===== src/rtl/ofc_pkg.sv =====
// Shared types and constants for the OFC frame-synchronisation slice.
package ofc_pkg;

    localparam int unsigned WORD_W      = 16;
    localparam int unsigned FRAME_CNT_W = 16;
    localparam logic [1:0]  HDR_MARK    = 2'b11;

    typedef enum logic [1:0] {
        HUNT   = 2'd0,
        VERIFY = 2'd1,
        LOCKED = 2'd2
    } state_e;

    // One forwarded payload beat with its framing markers
    typedef struct packed {
        logic [WORD_W-1:0] data;
        logic              sop;
        logic              eop;
    } pkt_t;

    // True when a link word carries the header marker in its top two bits
    function automatic logic is_hdr(input logic [WORD_W-1:0] word);
        return word[WORD_W-1 -: 2] == HDR_MARK;
    endfunction

endpackage


===== src/rtl/package_frame_ctrl_if.sv =====
// Link-word input and framed-packet output bundle of the frame controller.
interface package_frame_ctrl_if;
    import ofc_pkg::*;

    logic [WORD_W-1:0]      din;
    logic                   din_valid;
    logic [WORD_W-1:0]      pkt_data;
    logic                   pkt_valid;
    logic                   pkt_sop;
    logic                   pkt_eop;
    logic                   locked;
    logic                   hdr_miss;
    logic                   lock_lost;
    logic [FRAME_CNT_W-1:0] frame_cnt;

    // Link side / observer: drives words, watches packets and status
    modport master (
        output din, din_valid,
        input  pkt_data, pkt_valid, pkt_sop, pkt_eop,
        input  locked, hdr_miss, lock_lost, frame_cnt
    );

    // Frame controller side
    modport slave (
        input  din, din_valid,
        output pkt_data, pkt_valid, pkt_sop, pkt_eop,
        output locked, hdr_miss, lock_lost, frame_cnt
    );

endinterface


===== src/rtl/header_window.sv =====
// Header-detection window: shift register of the most recent valid words
// plus a match that already includes the word arriving this cycle.
module header_window
    import ofc_pkg::*;
#(
    parameter int unsigned HDR_WORDS = 6
) (
    input  logic              clk,
    input  logic              rst_n,
    input  logic [WORD_W-1:0] i_din,
    input  logic              i_valid,
    output logic              o_match_c
);

    logic [WORD_W-1:0] r_win [HDR_WORDS];

    // Shift on valid words only, newest in position 0; reset clears to a non-header pattern
    always_ff @(posedge clk) begin
        if (!rst_n) begin
            for (int unsigned i = 0; i < HDR_WORDS; i++) begin
                r_win[i] <= '0;
            end
        end else if (i_valid) begin
            r_win[0] <= i_din;
            for (int unsigned i = 1; i < HDR_WORDS; i++) begin
                r_win[i] <= r_win[i-1];
            end
        end
    end

    // Window after this word shifts in: current din plus the newest HDR_WORDS-1 stored words
    always_comb begin
        o_match_c = is_hdr(i_din);
        for (int unsigned i = 0; i + 1 < HDR_WORDS; i++) begin
            if (!is_hdr(r_win[i])) begin
                o_match_c = 1'b0;
            end
        end
    end

endmodule


===== src/rtl/package_frame_ctrl.sv =====
// Frame-synchronisation controller: hunts for the header, verifies its
// periodicity, then forwards each frame's payload as a framed packet.
module package_frame_ctrl
    import ofc_pkg::*;
#(
    parameter int unsigned HDR_WORDS     = 6,
    parameter int unsigned PAYLOAD_WORDS = 64,
    parameter int unsigned LOCK_CNT      = 2,
    parameter int unsigned MISS_CNT      = 3
) (
    input  logic                 clk,
    input  logic                 rst_n,
    package_frame_ctrl_if.slave  bus
);

    localparam int unsigned PERIOD = HDR_WORDS + PAYLOAD_WORDS;
    localparam int unsigned CNT_W  = $clog2(PERIOD);
    localparam int unsigned GOOD_W = $clog2(LOCK_CNT + 1);
    localparam int unsigned MISS_W = $clog2(MISS_CNT + 1);

    localparam logic [CNT_W-1:0]  LAST_WORD = CNT_W'(PERIOD - 1);
    localparam logic [CNT_W-1:0]  LAST_PAY  = CNT_W'(PAYLOAD_WORDS - 1);
    localparam logic [CNT_W-1:0]  PAY_LEN   = CNT_W'(PAYLOAD_WORDS);
    localparam logic [GOOD_W-1:0] GOOD_LOCK = GOOD_W'(LOCK_CNT);
    localparam logic [MISS_W-1:0] MISS_DROP = MISS_W'(MISS_CNT);

    state_e                 r_state;
    state_e                 w_state_nxt;
    logic [CNT_W-1:0]       r_word_cnt;
    logic [CNT_W-1:0]       w_word_cnt_nxt;
    logic [GOOD_W-1:0]      r_good_cnt;
    logic [GOOD_W-1:0]      w_good_cnt_nxt;
    logic [MISS_W-1:0]      r_miss_cnt;
    logic [MISS_W-1:0]      w_miss_cnt_nxt;
    pkt_t                   r_pkt;
    pkt_t                   w_pkt_nxt;
    logic                   r_pkt_valid;
    logic                   w_pkt_valid_nxt;
    logic                   r_locked;
    logic                   w_locked_nxt;
    logic                   r_hdr_miss;
    logic                   w_hdr_miss_nxt;
    logic                   r_lock_lost;
    logic                   w_lock_lost_nxt;
    logic [FRAME_CNT_W-1:0] r_frame_cnt;
    logic [FRAME_CNT_W-1:0] w_frame_cnt_nxt;

    logic                   w_match;
    logic                   w_check;
    logic [GOOD_W-1:0]      w_good_inc;
    logic [MISS_W-1:0]      w_miss_inc;

    header_window #(
        .HDR_WORDS (HDR_WORDS)
    ) u_header_window (
        .clk       (clk),
        .rst_n     (rst_n),
        .i_din     (bus.din),
        .i_valid   (bus.din_valid),
        .o_match_c (w_match)
    );

    assign w_check    = (r_word_cnt == LAST_WORD);
    assign w_good_inc = r_good_cnt + 1'b1;
    assign w_miss_inc = r_miss_cnt + 1'b1;

    // State register
    always_ff @(posedge clk) begin
        if (!rst_n) begin
            r_state <= HUNT;
        end else begin
            r_state <= w_state_nxt;
        end
    end

    // Next state: transitions only on valid words; lock decisions only at the check point
    always_comb begin
        w_state_nxt = r_state;
        if (bus.din_valid) begin
            unique case (r_state)
                HUNT: begin
                    if (w_match) begin
                        w_state_nxt = VERIFY;
                    end
                end
                VERIFY: begin
                    if (w_check) begin
                        if (!w_match) begin
                            w_state_nxt = HUNT;
                        end else if (w_good_inc >= GOOD_LOCK) begin
                            w_state_nxt = LOCKED;
                        end
                    end
                end
                LOCKED: begin
                    if (w_check && !w_match && (w_miss_inc >= MISS_DROP)) begin
                        w_state_nxt = HUNT;
                    end
                end
                default: w_state_nxt = HUNT;
            endcase
        end
    end

    // Counter updates and registered-output next values
    always_comb begin
        w_word_cnt_nxt  = r_word_cnt;
        w_good_cnt_nxt  = r_good_cnt;
        w_miss_cnt_nxt  = r_miss_cnt;
        w_pkt_nxt       = '0;
        w_pkt_valid_nxt = 1'b0;
        w_hdr_miss_nxt  = 1'b0;
        w_lock_lost_nxt = 1'b0;
        w_frame_cnt_nxt = r_frame_cnt;
        w_locked_nxt    = (w_state_nxt == LOCKED);

        if (bus.din_valid) begin
            unique case (r_state)
                HUNT: begin
                    if (w_match) begin
                        w_word_cnt_nxt = '0;
                        w_good_cnt_nxt = GOOD_W'(1);
                    end
                end
                VERIFY: begin
                    if (w_check) begin
                        w_word_cnt_nxt = '0;
                        if (w_match) begin
                            w_good_cnt_nxt = w_good_inc;
                            w_miss_cnt_nxt = '0;
                        end else begin
                            w_good_cnt_nxt = '0;
                        end
                    end else begin
                        w_word_cnt_nxt = r_word_cnt + 1'b1;
                    end
                end
                LOCKED: begin
                    if (r_word_cnt < PAY_LEN) begin
                        w_pkt_valid_nxt = 1'b1;
                        w_pkt_nxt.data  = bus.din;
                        w_pkt_nxt.sop   = (r_word_cnt == '0);
                        w_pkt_nxt.eop   = (r_word_cnt == LAST_PAY);
                        if (r_word_cnt == LAST_PAY) begin
                            w_frame_cnt_nxt = r_frame_cnt + 1'b1;
                        end
                    end
                    if (w_check) begin
                        w_word_cnt_nxt = '0;
                        if (w_match) begin
                            w_miss_cnt_nxt = '0;
                        end else begin
                            w_hdr_miss_nxt = 1'b1;
                            w_miss_cnt_nxt = w_miss_inc;
                            if (w_miss_inc >= MISS_DROP) begin
                                w_lock_lost_nxt = 1'b1;
                            end
                        end
                    end else begin
                        w_word_cnt_nxt = r_word_cnt + 1'b1;
                    end
                end
                default: w_word_cnt_nxt = '0;
            endcase
        end
    end

    // Counter and output registers
    always_ff @(posedge clk) begin
        if (!rst_n) begin
            r_word_cnt  <= '0;
            r_good_cnt  <= '0;
            r_miss_cnt  <= '0;
            r_pkt       <= '0;
            r_pkt_valid <= 1'b0;
            r_locked    <= 1'b0;
            r_hdr_miss  <= 1'b0;
            r_lock_lost <= 1'b0;
            r_frame_cnt <= '0;
        end else begin
            r_word_cnt  <= w_word_cnt_nxt;
            r_good_cnt  <= w_good_cnt_nxt;
            r_miss_cnt  <= w_miss_cnt_nxt;
            r_pkt       <= w_pkt_nxt;
            r_pkt_valid <= w_pkt_valid_nxt;
            r_locked    <= w_locked_nxt;
            r_hdr_miss  <= w_hdr_miss_nxt;
            r_lock_lost <= w_lock_lost_nxt;
            r_frame_cnt <= w_frame_cnt_nxt;
        end
    end

    assign bus.pkt_data  = r_pkt.data;
    assign bus.pkt_sop   = r_pkt.sop;
    assign bus.pkt_eop   = r_pkt.eop;
    assign bus.pkt_valid = r_pkt_valid;
    assign bus.locked    = r_locked;
    assign bus.hdr_miss  = r_hdr_miss;
    assign bus.lock_lost = r_lock_lost;
    assign bus.frame_cnt = r_frame_cnt;

endmodule


===== src/flat_wrapper.sv =====
// flat-port wrapper written by rule: the top's interface ports become plain ports
module package_frame_ctrl_flat import ofc_pkg::*;
#(
    parameter int unsigned HDR_WORDS     = 6,
    parameter int unsigned PAYLOAD_WORDS = 64,
    parameter int unsigned LOCK_CNT      = 2,
    parameter int unsigned MISS_CNT      = 3
)
  (clk, rst_n, bus_din, bus_din_valid, bus_pkt_data, bus_pkt_valid, bus_pkt_sop, bus_pkt_eop, bus_locked, bus_hdr_miss, bus_lock_lost, bus_frame_cnt);
  package_frame_ctrl_if bus_i ();
  input  logic clk;
  input  logic rst_n;
  input wire logic [$bits(bus_i.din)-1:0] bus_din;
  input wire logic [$bits(bus_i.din_valid)-1:0] bus_din_valid;
  output wire logic [$bits(bus_i.pkt_data)-1:0] bus_pkt_data;
  output wire logic [$bits(bus_i.pkt_valid)-1:0] bus_pkt_valid;
  output wire logic [$bits(bus_i.pkt_sop)-1:0] bus_pkt_sop;
  output wire logic [$bits(bus_i.pkt_eop)-1:0] bus_pkt_eop;
  output wire logic [$bits(bus_i.locked)-1:0] bus_locked;
  output wire logic [$bits(bus_i.hdr_miss)-1:0] bus_hdr_miss;
  output wire logic [$bits(bus_i.lock_lost)-1:0] bus_lock_lost;
  output wire logic [$bits(bus_i.frame_cnt)-1:0] bus_frame_cnt;
  assign bus_i.din = bus_din;
  assign bus_i.din_valid = bus_din_valid;
  assign bus_pkt_data = bus_i.pkt_data;
  assign bus_pkt_valid = bus_i.pkt_valid;
  assign bus_pkt_sop = bus_i.pkt_sop;
  assign bus_pkt_eop = bus_i.pkt_eop;
  assign bus_locked = bus_i.locked;
  assign bus_hdr_miss = bus_i.hdr_miss;
  assign bus_lock_lost = bus_i.lock_lost;
  assign bus_frame_cnt = bus_i.frame_cnt;
  package_frame_ctrl #(.HDR_WORDS(HDR_WORDS), .PAYLOAD_WORDS(PAYLOAD_WORDS), .LOCK_CNT(LOCK_CNT), .MISS_CNT(MISS_CNT)) u_core (.clk(clk), .rst_n(rst_n), .bus(bus_i));
endmodule

===== config.mk =====
export PLATFORM = sky130hd
export DESIGN_NAME = package_frame_ctrl_flat
export DESIGN_NICKNAME = d
export VERILOG_FILES = /design/src/rtl/ofc_pkg.sv /design/src/rtl/package_frame_ctrl_if.sv /design/src/rtl/header_window.sv /design/src/rtl/package_frame_ctrl.sv /design/src/flat_wrapper.sv
export SDC_FILE = /design/constraint.sdc
export NUM_CORES = 1
export LEC_CHECK = 0
export ABC_AREA = 0
export CORE_UTILIZATION = 50
export DETAILED_ROUTE_END_ITERATION = 12
export HOLD_SLACK_MARGIN = 0.02
export PLACE_DENSITY = 0.82
export SYNTH_ARGS = -nofsm -noshare
export SYNTH_HDL_FRONTEND = slang
export SYNTH_SLANG_ARGS = --single-unit

===== constraint.sdc =====
create_clock -name clk -period 5.9 [get_ports clk]
set_clock_uncertainty 0.1 [all_clocks]
set_input_delay 1.18 -clock clk [delete_from_list [all_inputs] [get_ports clk]]
set_output_delay 1.18 -clock clk [all_outputs]
set_load 0.02 [all_outputs]

Word-level counts from Yosys, hierarchy flattened --
Memory sizes are Yosys's and may differ from the RTL's. Cells that the tools add are included.
Word-level totals: memory bits (writable) 96, word-level logic and storage cells 98, memories kept 1, register bits after elaboration 51, bits of input ports 19, output and inout port bits 38
Memory list:
- u_core.u_header_window.r_win | words 6, width 16, rd ports 5, clocked after memory_dff 0, wr ports 6, line header_window.sv:15 | logic [WORD_W-1:0] r_win [HDR_WORDS];
Operators by class: reductions and logical operators 16, order comparisons 3, bitwise operators 10, equality and inequality tests 15, mux-type cells 37, add/subtract/negate cells 4
Operators by type and width (count):
- $mux 16 | 6
- $mux 2 | 13
- $add 16x1->16 const B | 1
- $eq 2x2->1 const B | 8
- $reduce_and 4->1 | 4
- $mux 7 | 2
- $pmux 7 s2 | 1
- $mux 1 | 12
- $ne 2x1->1 const B | 4
- $pmux 2 s2 | 2
- $add 7x1->7 const B | 1
- $eq 7x6->1 const B | 1
- $eq 7x7->1 const B | 1
- $logic_not 7->1 | 1
- $lt 7x7->1 const B | 1
- $or 1x1->1 | 6
- $pmux 2 s3 | 1
- $reduce_and 5->1 | 1
- $reduce_or 5->1 | 1
- $add 2x1->2 const B | 2
- $ge 2x2->1 const B | 2
- $not 1->1 | 4
- $reduce_bool 2->1 | 2
- $reduce_and 3->1 | 1
- other kinds (6) | 7

Longest topological paths before layout --
Gate-level depths: netlist of the first run.
depth in word-level cells 13, mapped depth 8, mapped depth without buffers 7

By module --
Synthesis of the first run repeated with hierarchy kept, for this count alone.
Unflattened totals: cell total of the unflattened synthesis 251, area, all modules 2561.2 sq um
Modules (own cells, without submodules):
- package_frame_ctrl | cells each 224, area each 2147.1 sq um, instances 1
- header_window | cells each 27, area each 414.1 sq um, instances 1

Least setup slack after synthesis of the first run --
No wires, ideal clock.
path kind in2reg, start point input port bus_din[14], end point register u_core.r_state[0], setup time 59 ps, stages on the path 5, arrival 2495 ps, path buffers 0, setup slack 3246 ps, cell sequence nand4_1 -> nor3_1 -> o31ai_1 -> a2111oi_1 -> o21a_1
Between the ends: longest elaborated chain between the ends 12
RTL lines:
- from (decl) | line flat_wrapper.sv:13 | input wire logic [$bits(bus_i.din)-1:0] bus_din;
- $eq 2x2->1 (*) | line ofc_pkg.sv:23 | return word[WORD_W-1 -: 2] == HDR_MARK;
- $mux 1 (*) (5 in a row) | line header_window.sv:35 | if (!is_hdr(r_win[i])) begin
- $logic_not 1->1
- $logic_and 1x1->1 (2 in a row) | line package_frame_ctrl.sv:96 | if (w_check && !w_match && (w_miss_inc >= MISS_DROP)) begin
- $mux 2 | line package_frame_ctrl.sv:96
- $pmux 2 s3 (*) | line package_frame_ctrl.sv:80 | unique case (r_state)
- $mux 2 (*) | line package_frame_ctrl.sv:79 | if (bus.din_valid) begin
- to (signal assigned) | line package_frame_ctrl.sv:72 | r_state <= w_state_nxt;
- to (decl) | line package_frame_ctrl.sv:27 | state_e r_state;
Mark *: on every way between the ends. The rest lies on a longest branch, timed or not. A chain may end at the register's enable or synchronous reset.

Final worst setup path of the first run --
start point input port bus_din_valid, end point register u_core.r_frame_cnt[13] (netlist: u_core.bus.frame_cnt[13])
Between the ends: longest elaborated chain between the ends 1
RTL lines:
- from (decl) | line flat_wrapper.sv:14 | input wire logic [$bits(bus_i.din_valid)-1:0] bus_din_valid;
- $reduce_and 4->1 (no line)
- to (signal assigned) | line package_frame_ctrl.sv:189 | r_frame_cnt <= w_frame_cnt_nxt;
- to (decl) | line package_frame_ctrl.sv:45 | logic [FRAME_CNT_W-1:0] r_frame_cnt;
Every way passes these cells.

==> results of run 1 <==
==> layout by cell type (no fill, tap or decap), types with 10 or more instances in the layout <==
cell	synthesis	routed
sky130_fd_sc_hd__nand2_1	10	10
sky130_fd_sc_hd__nor2_1	10	10
sky130_fd_sc_hd__edfxtp_1	10	10
sky130_fd_sc_hd__xnor2_1	13	13
sky130_fd_sc_hd__clkdlybuf4s50_1	0	56
sky130_fd_sc_hd__and2_1	31	31
sky130_fd_sc_hd__nand4_1	10	10
sky130_fd_sc_hd__dfxtp_1	51	51
sky130_fd_sc_hd__inv_1	11	11
sky130_fd_sc_hd__and3_1	13	13
sky130_fd_sc_hd__nand3_1	12	12
==> metrics by stage <==
step / instances / area (µm²) / hold WS (ns) / power [mW] / utilization
after floorplan: 262 / 2648 / 0.3666 / 0.4460 / -
after global routing: 395 / 3503 / 0.4418 / 0.9209 / 0.6859
after CTS: 395 / 3503 / 0.4141 / 0.9008 / 0.6859
final: 395 / 3503 / 0.4163 / 0.8899 / 0.6859
after global placement: 379 / 3262 / 0.3882 / 0.4607 / 0.6387
after detailed placement: 379 / 3262 / 0.4010 / 0.4610 / 0.6387
==> kinds of logic after synthesis <==
group | share of synthesized area
DFF | 0.4991
and+or+nand+nor | 0.2788
adders and majority gates | 0.04253
xor gates and xnor gates | 0.05293
AOI/OAI and AO/OA | 0.08601
muxes | 0.007562
buffers and inverters | 0.03308
==> critical path, stage by stage <==
cell	delay, ns
sky130_fd_sc_hd__clkdlybuf4s50_1	0.85
sky130_fd_sc_hd__nand3b_1	0.28
sky130_fd_sc_hd__nor4_2	0.64
sky130_fd_sc_hd__nand4_1	0.19
sky130_fd_sc_hd__xnor2_1	0.16
sky130_fd_sc_hd__and2_1	0.16
==> where the power goes <==
| group | switching, mW | internal, mW |
|---|---|---|
| Sequential | 0.00194 | 0.427 |
| Combinational | 0.00944 | 0.0129 |
| Clock | 0.173 | 0.265 |
==> metal layers <==
layer / track usage / share of wire / vias to the layer above
li1: - / - / 1032
met1: 0.2534 / 0.44 / 942
met2: 0.3113 / 0.47 / 63
met3: 0.1004 / 0.074 / 11
met4: 0.08595 / 0.016 / 0
met5: 0 / 0 / -
==> state kept, by name, summed over array words and instances (netlist names), 2 cells and up <==
register	count
u_core.bus.frame_cnt	16
u_core.bus.pkt_data	16
u_core.r_good_cnt	2
u_core.r_miss_cnt	2
u_core.r_state	2
u_core.r_word_cnt	7
u_core.u_header_window.r_win	10
==> worst paths after layout <==
| check | start | endpoint | depth (start not counted) |
|---|---|---|---|
| setup / recovery | bus_din_valid | u_core.bus.frame_cnt[13]$_SDFFE_PN0P_ | 6 |
| hold / removal | u_core.r_word_cnt[1]$_SDFFE_PN0P_ | u_core.r_word_cnt[1]$_SDFFE_PN0P_ | 2 |
| setup reg to reg | u_core.r_state[0]$_SDFF_PN0_ | u_core.bus.frame_cnt[13]$_SDFFE_PN0P_ | 7 |
| hold reg to reg | u_core.r_word_cnt[1]$_SDFFE_PN0P_ | u_core.r_word_cnt[1]$_SDFFE_PN0P_ | 2 |
==> area by class of cell <==
class                           count  area, µm²  share of cell area
Sequential cell                    61       1321              0.3771
Multi-Input combinational cell    180       1244              0.3550
Timing Repair Buffer               57      568.0              0.1621
Clock buffer                       10      148.9             0.04250
Clock inverter                      6      92.59             0.02643
Tap cell                           70      87.58             0.02500
Inverter                           11      41.29             0.01179
==> impl_results.html, run 1 <==
<table>
<tr><th>Metric</th><th>Value</th></tr>
<tr><th colspan="2">Flow run</th></tr>
<tr><td>Number of max-cap violations</td><td>0</td></tr>
<tr><th colspan="2">Placed design</th></tr>
<tr><td>Final GP Congestion</td><td>0.7928</td></tr>
<tr><td>Setup slack at placement</td><td>2.182 ns</td></tr>
<tr><td>Number of I/O port buffers</td><td>56</td></tr>
<tr><td>Detailed placer's ending HPWL</td><td>3.566 mm</td></tr>
<tr><th colspan="2">Setup path</th></tr>
<tr><td>Endpoint type of the worst setup path</td><td>flop</td></tr>
<tr><td>Type of origin of the critical path</td><td>primary input</td></tr>
<tr><td>Arrival @ worst endpoint</td><td>3.48 ns</td></tr>
<tr><td>FF-to-FF setup slack</td><td>3.58 ns</td></tr>
<tr><td>Worst Path Max Fanout</td><td>20</td></tr>
<tr><td>Data required time of the critical path</td><td>6.04 ns</td></tr>
<tr><td>CP Class</td><td>primary input to flop</td></tr>
<tr><th colspan="2">Floorplan</th></tr>
<tr><td>Io pins</td><td>57</td></tr>
<tr><td>Initial core utilization</td><td>0.5184</td></tr>
<tr><td>Die outline width</td><td>74.77 µm</td></tr>
<tr><td>CORE AREA</td><td>5107 µm²</td></tr>
<tr><td>Vertical extent of the die</td><td>74.77 µm</td></tr>
<tr><td>Total Die Area</td><td>5590 µm²</td></tr>
<tr><td>Standard-cell rows</td><td>26</td></tr>
<tr><th colspan="2">Route</th></tr>
<tr><td>Drt pass-1 iters</td><td>4</td></tr>
<tr><td>Remaining antenna violation count after routing</td><td>0</td></tr>
<tr><td>Detailed-route via count</td><td>2048</td></tr>
<tr><td>DR DRC count</td><td>0</td></tr>
<tr><td>Total wire length</td><td>5.235 mm</td></tr>
<tr><td>Drt wl/cell</td><td>13.25 µm</td></tr>
<tr><td>Via count normalized by instance count</td><td>5.185</td></tr>
<tr><td>Violation count after the first detailed-routing iteration</td><td>117</td></tr>
<tr><th colspan="2">Synthesis</th></tr>
<tr><td>Count of distinct cell types in the synthesized netlist</td><td>44</td></tr>
<tr><td>Most area-consuming cells after synthesis</td><td>sky130_fd_sc_hd__dfxtp_1 39%, sky130_fd_sc_hd__edfxtp_1 11%, sky130_fd_sc_hd__and2_1 7.3%</td></tr>
<tr><td>Cell type with the largest total area after synthesis</td><td>sky130_fd_sc_hd__dfxtp_1</td></tr>
<tr><td>Netlist Area Pre-Place</td><td>2648 µm²</td></tr>
<tr><td>Seq cells post-synth</td><td>61</td></tr>
<tr><td>Most common library cells after synthesis</td><td>51 x sky130_fd_sc_hd__dfxtp_1, 31 x sky130_fd_sc_hd__and2_1, 13 x sky130_fd_sc_hd__and3_1, 13 x sky130_fd_sc_hd__xnor2_1, 12 x sky130_fd_sc_hd__nand3_1</td></tr>
<tr><td>Average instance area after synthesis</td><td>10.11 µm²</td></tr>
<tr><td>Total number of yosys warnings</td><td>0</td></tr>
<tr><td>Number of nets in the synthesized netlist</td><td>290</td></tr>
<tr><td>Area share of the largest cell type after synthesis</td><td>0.3856</td></tr>
<tr><td>Fraction of registers with async set/reset</td><td>0</td></tr>
<tr><td>Most instantiated flip-flop cell in the synthesis netlist</td><td>sky130_fd_sc_hd__dfxtp_1</td></tr>
<tr><td>Mapped Cells</td><td>262</td></tr>
<tr><td>Number of enable flip-flop cells after synthesis</td><td>10</td></tr>
<tr><td>Portion of the post-synthesis area used by sequential elements</td><td>0.4991</td></tr>
<tr><td>Top-count cell post-synth</td><td>sky130_fd_sc_hd__dfxtp_1</td></tr>
<tr><th colspan="2">Timing</th></tr>
<tr><td>Slew Limit Fails</td><td>0</td></tr>
<tr><td>Fraction of the cycle the final worst path needs</td><td>0.5667</td></tr>
<tr><td>Accumulated negative setup slack</td><td>0 ns</td></tr>
<tr><td>Minimum clock period after layout</td><td>3.344 ns</td></tr>
<tr><td>Max-slew headroom at the worst pin</td><td>0.4050</td></tr>
<tr><td>Actual transition at the worst max-transition pin</td><td>0.8887 ns</td></tr>
<tr><td>RSZ-0062 raised after global routing</td><td>no</td></tr>
<tr><td>Final number of setup-violating endpoints</td><td>0</td></tr>
<tr><td>Maximum achievable frequency</td><td>299.1 MHz</td></tr>
<tr><td>Final Hold Viols</td><td>0</td></tr>
<tr><td>Setup ws final</td><td>2.556 ns</td></tr>
<tr><th colspan="2">Cells and area</th></tr>
<tr><td>Layout cells sized above 1</td><td>0.08615</td></tr>
<tr><td>Filler instances</td><td>411</td></tr>
<tr><td>Layout-stage area growth over the synthesis result</td><td>32.33%</td></tr>
<tr><td>Final Net Count</td><td>348</td></tr>
<tr><td>Antenna Cells</td><td>0</td></tr>
<tr><th colspan="2">Clock network</th></tr>
<tr><td>Post-CTS setup buffer count</td><td>0</td></tr>
<tr><td>Total number of H-tree levels</td><td>3</td></tr>
<tr><td>Clock transition time at the flip-flop clock pins of the worst setup and hold paths</td><td>0.07 ns</td></tr>
<tr><td>Post_cts resized</td><td>0</td></tr>
<tr><td>CTS tree</td><td>built</td></tr>
<tr><td>Clock network latency to the later pin of the worst-skew pair</td><td>0.34 ns</td></tr>
<tr><td>Cts bufs inserted</td><td>9</td></tr>
<tr><td>Max Buffers Root-to-Sink</td><td>2</td></tr>
<tr><td># hold bufs at CTS</td><td>0</td></tr>
<tr><td>Clock Sink Count</td><td>61</td></tr>
<tr><td>CTS root buffer</td><td>sky130_fd_sc_hd__clkbuf_8</td></tr>
<tr><th colspan="2">GRT</th></tr>
<tr><td>GRT Residual Overflow</td><td>0</td></tr>
<tr><td>Maximum number of pins on one net before global-route repair</td><td>42</td></tr>
<tr><td>Global-route wire length before repair</td><td>8.418 mm</td></tr>
<tr><td>Antenna violations before repair</td><td>0</td></tr>
<tr><td>Number of global-route vias before repair</td><td>1835</td></tr>
<tr><td>Gr usage total</td><td>0.2068</td></tr>
<tr><th colspan="2">Outcome</th></tr>
<tr><td>Result of the run</td><td>finished clean</td></tr>
<tr><th colspan="2">Power</th></tr>
<tr><td>Leakage power</td><td>1.320 nW</td></tr>
<tr><td>Largest vdd supply drop</td><td>187.0 µV</td></tr>
<tr><td>Power Density</td><td>254.0 nW/µm²</td></tr>
<tr><th colspan="2">Worst hold path</th></tr>
<tr><td>Path type of the worst min-delay path</td><td>flop to flop</td></tr>
</table>
Power figures use the tool's default switching activity.
==> inputs of run 2 (changes only) <==
CORE_UTILIZATION = 45   (was 50)
PLACE_DENSITY = 0.78   (was 0.82)
clock period = 2.69 ns   (was 5.9 ns; I/O delays follow)
==> impl_results.html, run 2 (same netlist as run 1, synthesis figures left out) <==
<table>
<tr><th>Metric</th><th>Value</th></tr>
<tr><th colspan="2">Power</th></tr>
<tr><td>Largest vdd supply drop</td><td>354.9 µV</td></tr>
<tr><td>Sum of internal, switching and leakage power</td><td>1.698 mW</td></tr>
<tr><td>Leakage power</td><td>1.343 nW</td></tr>
<tr><td>Power Density</td><td>482.9 nW/µm²</td></tr>
<tr><th colspan="2">Clock network</th></tr>
<tr><td>Cts bufs inserted</td><td>9</td></tr>
<tr><td>Max Buffers Root-to-Sink</td><td>2</td></tr>
<tr><td># hold bufs at CTS</td><td>0</td></tr>
<tr><td>Post-CTS setup buffer count</td><td>0</td></tr>
<tr><td>Clock Sink Count</td><td>61</td></tr>
<tr><td>Clock transition time at the flip-flop clock pins of the worst setup and hold paths</td><td>0.07 ns</td></tr>
<tr><td>CTS tree</td><td>built</td></tr>
<tr><td>Post_cts resized</td><td>0</td></tr>
<tr><td>Clock network latency to the later pin of the worst-skew pair</td><td>0.34 ns</td></tr>
<tr><td>CTS root buffer</td><td>sky130_fd_sc_hd__clkbuf_8</td></tr>
<tr><td>Total number of H-tree levels</td><td>3</td></tr>
<tr><th colspan="2">GRT</th></tr>
<tr><td>Antenna violations before repair</td><td>0</td></tr>
<tr><td>Number of global-route vias before repair</td><td>2032</td></tr>
<tr><td>Gr usage total</td><td>0.1901</td></tr>
<tr><td>Maximum number of pins on one net before global-route repair</td><td>27</td></tr>
<tr><td>Global-route wire length before repair</td><td>8.970 mm</td></tr>
<tr><td>GRT Residual Overflow</td><td>0</td></tr>
<tr><th colspan="2">Route</th></tr>
<tr><td>Detailed-route via count</td><td>2115</td></tr>
<tr><td>Via count normalized by instance count</td><td>5.184</td></tr>
<tr><td>Drt wl/cell</td><td>13.39 µm</td></tr>
<tr><td>Drt pass-1 iters</td><td>4</td></tr>
<tr><td>DR DRC count</td><td>0</td></tr>
<tr><td>Remaining antenna violation count after routing</td><td>0</td></tr>
<tr><td>Total wire length</td><td>5.462 mm</td></tr>
<tr><td>Violation count after the first detailed-routing iteration</td><td>87</td></tr>
<tr><th colspan="2">Timing</th></tr>
<tr><td>Minimum clock period after layout</td><td>2.417 ns</td></tr>
<tr><td>RSZ-0062 raised after global routing</td><td>no</td></tr>
<tr><td>Slew Limit Fails</td><td>0</td></tr>
<tr><td>Accumulated negative setup slack</td><td>0 ns</td></tr>
<tr><td>Final Hold Viols</td><td>0</td></tr>
<tr><td>Final number of setup-violating endpoints</td><td>0</td></tr>
<tr><td>Fraction of the cycle the final worst path needs</td><td>0.8984</td></tr>
<tr><td>Maximum achievable frequency</td><td>413.8 MHz</td></tr>
<tr><td>Actual transition at the worst max-transition pin</td><td>0.6298 ns</td></tr>
<tr><td>Max-slew headroom at the worst pin</td><td>0.5757</td></tr>
<tr><th colspan="2">Setup path</th></tr>
<tr><td>Worst Path Max Fanout</td><td>11</td></tr>
<tr><td>Endpoint type of the worst setup path</td><td>flop</td></tr>
<tr><td>CP Class</td><td>primary input to flop</td></tr>
<tr><td>Arrival @ worst endpoint</td><td>2.57 ns</td></tr>
<tr><td>Data required time of the critical path</td><td>2.85 ns</td></tr>
<tr><td>Type of origin of the critical path</td><td>primary input</td></tr>
<tr><th colspan="2">Outcome</th></tr>
<tr><td>Result of the run</td><td>finished clean</td></tr>
<tr><th colspan="2">Cells and area</th></tr>
<tr><td>Filler instances</td><td>457</td></tr>
<tr><td>Layout-stage area growth over the synthesis result</td><td>32.84%</td></tr>
<tr><td>Final Net Count</td><td>359</td></tr>
<tr><td>Layout cells sized above 1</td><td>0.1101</td></tr>
<tr><td>Commonest cells after routing, fill and taps aside</td><td>56 x sky130_fd_sc_hd__clkdlybuf4s50_1, 51 x sky130_fd_sc_hd__dfxtp_1, 31 x sky130_fd_sc_hd__and2_1</td></tr>
<tr><td>Antenna Cells</td><td>0</td></tr>
<tr><td>Commonest non-fill, non-tap cell in the layout</td><td>sky130_fd_sc_hd__clkdlybuf4s50_1</td></tr>
<tr><th colspan="2">Floorplan</th></tr>
<tr><td>Vertical extent of the die</td><td>78.71 µm</td></tr>
<tr><td>Io pins</td><td>57</td></tr>
<tr><td>Initial core utilization</td><td>0.4750</td></tr>
<tr><td>Die outline width</td><td>78.71 µm</td></tr>
<tr><td>CORE AREA</td><td>5574 µm²</td></tr>
<tr><td>Standard-cell rows</td><td>27</td></tr>
<tr><td>Total Die Area</td><td>6194 µm²</td></tr>
<tr><th colspan="2">Placed design</th></tr>
<tr><td>Final GP Congestion</td><td>0.8815</td></tr>
<tr><td>Detailed placer's ending HPWL</td><td>3.879 mm</td></tr>
<tr><td>Number of I/O port buffers</td><td>56</td></tr>
<tr><th colspan="2">Worst hold path</th></tr>
<tr><td>Path type of the worst min-delay path</td><td>flop to flop</td></tr>
<tr><th colspan="2">Flow run</th></tr>
<tr><td>Number of max-cap violations</td><td>0</td></tr>
</table>
-- run 2: cell count changes in the layout (fill, tap and decap cells not counted) --
cell,before,now
sky130_fd_sc_hd__buf_4,1,12
sky130_fd_sc_hd__bufinv_16,2,0
sky130_fd_sc_hd__clkbuf_1,0,2
sky130_fd_sc_hd__clkinv_2,0,2
sky130_fd_sc_hd__clkbuf_16,1,0
sky130_fd_sc_hd__clkbuf_8,9,10
sky130_fd_sc_hd__clkinv_4,1,0
sky130_fd_sc_hd__inv_6,1,0
-- run 2: worst max-delay path, cell delays in order --
cell and delay, ns:
sky130_fd_sc_hd__clkdlybuf4s50_1 0.51, sky130_fd_sc_hd__nand4_1 0.13, sky130_fd_sc_hd__o31ai_1 0.45, sky130_fd_sc_hd__nand2_1 0.33, sky130_fd_sc_hd__or3_1 0.42, sky130_fd_sc_hd__a21boi_0 0.21
-- run 2: worst paths after layout --
check	cells after the start	from	slack [ns]	end
setup / recovery	6	bus_din[14]	0.27	u_core.r_word_cnt[1]$_SDFFE_PN0P_
hold / removal	2	u_core.r_word_cnt[1]$_SDFFE_PN0P_	0.44	u_core.r_word_cnt[1]$_SDFFE_PN0P_
setup reg to reg	8	u_core.r_state[1]$_SDFF_PN0_	0.44	u_core.r_state[0]$_SDFF_PN0_
hold reg to reg	2	u_core.r_word_cnt[1]$_SDFFE_PN0P_	0.44	u_core.r_word_cnt[1]$_SDFFE_PN0P_
-- run 2: power by group --
group	internal [mW]	switching, mW	leakage (nW)
clock network	0.356	0.348	0.0824
registers	0.938	0.00460	0.521
logic	0.0306	0.0214	0.740
-- run 2: final cells by class --
class	count	area, µm²	area share
inverters	11	41.29	0.01174
repair buffers	68	650.6	0.1850
well taps	72	90.09	0.02561
flip-flops and latches	61	1321	0.3757
clock inverters	4	25.02	0.007115
multi-input cells	180	1244	0.3536
clock buffers	12	145.1	0.04127
-- run 2: metal layers --
layer | vias to the layer above | part of all wire | track usage
met3 | 13 | 0.053 | 0.05632
met4 | 0 | 0.029 | 0.1278
met1 | 997 | 0.43 | 0.2108
met5 | - | 0 | 0
met2 | 50 | 0.49 | 0.3139
li1 | 1055 | - | -
-- run 2: metrics by stage --
stage                     area (µm²)    util  hold WS (ns)  cells  setup slack, ns
after floorplan                 2648       -        0.3666    262           0.6781
after global placement          3347  0.6004        0.3776    392           0.1126
after detailed placement        3347  0.6004        0.4217    392         -0.03494
after CTS                       3517  0.6310        0.4360    408           0.3220
after global routing            3517  0.6310        0.4598    408           0.2089
final                           3517  0.6310        0.4371    408           0.2732
==> inputs of run 3 (changes only) <==
CORE_UTILIZATION = 50   (was 45)
DONT_BUFFER_PORTS = 1   (was default)
PLACE_DENSITY = 0.71   (was 0.78)
==> impl_results.html, run 3 (same netlist as run 1, synthesis figures left out) <==
<table>
<tr><th>Metric</th><th>Value</th></tr>
<tr><th colspan="2">GRT</th></tr>
<tr><td>Number of global-route vias before repair</td><td>1741</td></tr>
<tr><td>Gr usage total</td><td>0.1917</td></tr>
<tr><td>Global-route wire length before repair</td><td>7.852 mm</td></tr>
<tr><td>Maximum number of pins on one net before global-route repair</td><td>42</td></tr>
<tr><td>Antenna violations before repair</td><td>0</td></tr>
<tr><td>GRT Residual Overflow</td><td>0</td></tr>
<tr><th colspan="2">Timing</th></tr>
<tr><td>Maximum achievable frequency</td><td>421.2 MHz</td></tr>
<tr><td>Minimum clock period after layout</td><td>2.374 ns</td></tr>
<tr><td>Accumulated negative setup slack</td><td>0 ns</td></tr>
<tr><td>Final Hold Viols</td><td>0</td></tr>
<tr><td>RSZ-0062 raised after global routing</td><td>no</td></tr>
<tr><td>Final number of setup-violating endpoints</td><td>0</td></tr>
<tr><td>Actual transition at the worst max-transition pin</td><td>0.5857 ns</td></tr>
<tr><td>Slew Limit Fails</td><td>0</td></tr>
<tr><td>Max-slew headroom at the worst pin</td><td>0.6085</td></tr>
<tr><td>Fraction of the cycle the final worst path needs</td><td>0.8826</td></tr>
<tr><th colspan="2">Setup path</th></tr>
<tr><td>CP cell instances</td><td>inv_1 -&gt; ha_1 -&gt; inv_1 -&gt; nor4_2 -&gt; a221oi_2 -&gt; a2111oi_1 -&gt; o21a_1</td></tr>
<tr><td>Data required time of the critical path</td><td>2.87 ns</td></tr>
<tr><td>Endpoint type of the worst setup path</td><td>flop</td></tr>
<tr><td>Cell occurring most often along the worst timing path</td><td>sky130_fd_sc_hd__inv_1</td></tr>
<tr><td>Crit path max-delay cell type</td><td>sky130_fd_sc_hd__a2111oi_1</td></tr>
<tr><td>Type of origin of the critical path</td><td>flop</td></tr>
<tr><td>Worst Path Max Fanout</td><td>7</td></tr>
<tr><td>Arrival @ worst endpoint</td><td>2.55 ns</td></tr>
<tr><td>CP Class</td><td>flop to flop</td></tr>
<tr><td>Peak per-stage delay on the critical path</td><td>0.56 ns</td></tr>
<tr><td>FF-to-FF setup slack</td><td>0.32 ns</td></tr>
<tr><th colspan="2">Placed design</th></tr>
<tr><td>Number of I/O port buffers</td><td>0</td></tr>
<tr><td>Inst Count DP</td><td>326</td></tr>
<tr><td>Final GP Congestion</td><td>0.8912</td></tr>
<tr><td>Detailed placer's ending HPWL</td><td>3.284 mm</td></tr>
<tr><th colspan="2">Cells and area</th></tr>
<tr><td>Layout cells sized above 1</td><td>0.1070</td></tr>
<tr><td>Final Net Count</td><td>295</td></tr>
<tr><td>Cell Count, Final, Fillers Out</td><td>341</td></tr>
<tr><td>Filler instances</td><td>472</td></tr>
<tr><td>Commonest cells after routing, fill and taps aside</td><td>51 x sky130_fd_sc_hd__dfxtp_1, 31 x sky130_fd_sc_hd__and2_1, 13 x sky130_fd_sc_hd__xnor2_1, 13 x sky130_fd_sc_hd__and3_1, 12 x sky130_fd_sc_hd__nand3_1</td></tr>
<tr><td>Layout-stage area growth over the synthesis result</td><td>10.07%</td></tr>
<tr><td>Antenna Cells</td><td>0</td></tr>
<tr><td>Commonest non-fill, non-tap cell in the layout</td><td>sky130_fd_sc_hd__dfxtp_1</td></tr>
<tr><th colspan="2">Route</th></tr>
<tr><td>Drt wl/cell</td><td>13.90 µm</td></tr>
<tr><td>Via count normalized by instance count</td><td>5.443</td></tr>
<tr><td>Detailed-route via count</td><td>1856</td></tr>
<tr><td>DR DRC count</td><td>0</td></tr>
<tr><td>Remaining antenna violation count after routing</td><td>0</td></tr>
<tr><td>Violation count after the first detailed-routing iteration</td><td>131</td></tr>
<tr><td>Total wire length</td><td>4.739 mm</td></tr>
<tr><td>Drt pass-1 iters</td><td>4</td></tr>
<tr><th colspan="2">Clock network</th></tr>
<tr><td># hold bufs at CTS</td><td>0</td></tr>
<tr><td>Clock Sink Count</td><td>61</td></tr>
<tr><td>CTS tree</td><td>built</td></tr>
<tr><td>Clock transition time at the flip-flop clock pins of the worst setup and hold paths</td><td>0.07 ns</td></tr>
<tr><td>CTS root buffer</td><td>sky130_fd_sc_hd__clkbuf_8</td></tr>
<tr><td>Max Buffers Root-to-Sink</td><td>2</td></tr>
<tr><td>Total number of H-tree levels</td><td>3</td></tr>
<tr><td>Clock network latency to the later pin of the worst-skew pair</td><td>0.33 ns</td></tr>
<tr><td>Post-CTS setup buffer count</td><td>0</td></tr>
<tr><td>Post_cts resized</td><td>0</td></tr>
<tr><td>Cts bufs inserted</td><td>9</td></tr>
<tr><th colspan="2">Floorplan</th></tr>
<tr><td>Vertical extent of the die</td><td>74.77 µm</td></tr>
<tr><td>Initial core utilization</td><td>0.5184</td></tr>
<tr><td>Standard-cell rows</td><td>26</td></tr>
<tr><td>Total Die Area</td><td>5590 µm²</td></tr>
<tr><td>Die outline width</td><td>74.77 µm</td></tr>
<tr><td>CORE AREA</td><td>5107 µm²</td></tr>
<tr><td>Io pins</td><td>57</td></tr>
<tr><th colspan="2">Power</th></tr>
<tr><td>Clk pwr share</td><td>0.451</td></tr>
<tr><td>Power Density</td><td>596.1 nW/µm²</td></tr>
<tr><td>Leakage power</td><td>1.122 nW</td></tr>
<tr><td>Switching power share of the total</td><td>0.2005</td></tr>
<tr><td>Power dissipated by switching net loads</td><td>348.2 µW</td></tr>
<tr><td>Largest vdd supply drop</td><td>359.1 µV</td></tr>
<tr><td>Internal power of the cells</td><td>1.389 mW</td></tr>
<tr><td>Gate power share</td><td>0.006</td></tr>
<tr><td>Part of the power in registers</td><td>0.543</td></tr>
<tr><th colspan="2">Worst hold path</th></tr>
<tr><td>Path type of the worst min-delay path</td><td>primary input to flop</td></tr>
<tr><th colspan="2">Flow run</th></tr>
<tr><td>Number of max-cap violations</td><td>0</td></tr>
<tr><th colspan="2">Outcome</th></tr>
<tr><td>Result of the run</td><td>finished clean</td></tr>
</table>
## run 3: final cells by class
class / instances / area, µm² / area share
Timing Repair Buffer: 4 / 30.03 / 0.01030
Tap cell: 70 / 87.58 / 0.03006
Clock inverter: 4 / 48.80 / 0.01675
Multi-Input combinational cell: 180 / 1244 / 0.4268
Clock buffer: 11 / 141.4 / 0.04852
Sequential cell: 61 / 1321 / 0.4534
Inverter: 11 / 41.29 / 0.01417
## run 3: stage by stage
stage | hold slack, ns | utilization | area (µm²) | setup WS (ns) | total power [mW]
2_1_floorplan | 0.3666 | - | 2648 | 0.6781 | 0.9783
3_3_place_gp | 0.3898 | 0.5333 | 2724 | 0.4057 | 0.9732
3_5_place_dp | 0.3876 | 0.5333 | 2724 | 0.3816 | 0.9737
4_1_cts | 0.1981 | 0.5706 | 2914 | 0.3539 | 1.765
5_1_grt | 0.2031 | 0.5706 | 2914 | 0.1289 | 1.801
6_report | 0.2171 | 0.5706 | 2914 | 0.3157 | 1.737
## run 3: per-layer routing
layer	vias to the layer above	GRT usage	wire length, µm
met5	-	0	0
met3	6	0.07095	258
met4	0	0.08176	55
met1	862	0.2464	2270
met2	59	0.2903	2155
li1	929	-	-
## run 3: path summary, 6_finish.rpt
kind	from	to	cells after the start
setup / recovery	u_core.r_state[1]$_SDFF_PN0_	u_core.r_state[0]$_SDFF_PN0_	7
hold / removal	bus_din[9]	u_core.bus.pkt_data[9]$_SDFF_PN0_	1
hold reg to reg	u_core.r_word_cnt[1]$_SDFFE_PN0P_	u_core.r_word_cnt[1]$_SDFFE_PN0P_	2
setup reg to reg	u_core.r_state[1]$_SDFF_PN0_	u_core.r_state[0]$_SDFF_PN0_	7
## run 3: worst max-delay path: cells and delay by family (launching register included)
kind	cells	cell delay (ns)
AND/OR/NAND/NOR	1	0.49
buffers and inverters	2	0.21
AO/OA/AOI/OAI	3	0.87
flip-flops	1	0.35
adder cells (fa/ha/maj)	1	0.30
## run 3: power groups by stage
| stage | Combinational [mW] | Clock, mW | Sequential, mW |
|---|---|---|---|
| floorplan | 0.0177 | 0 | 0.961 |
| global placement | 0.0105 | 0 | 0.963 |
| detailed placement | 0.0108 | 0 | 0.963 |
| CTS | 0.0110 | 0.812 | 0.942 |
| global route | 0.0120 | 0.846 | 0.943 |
| finish | 0.0108 | 0.784 | 0.942 |
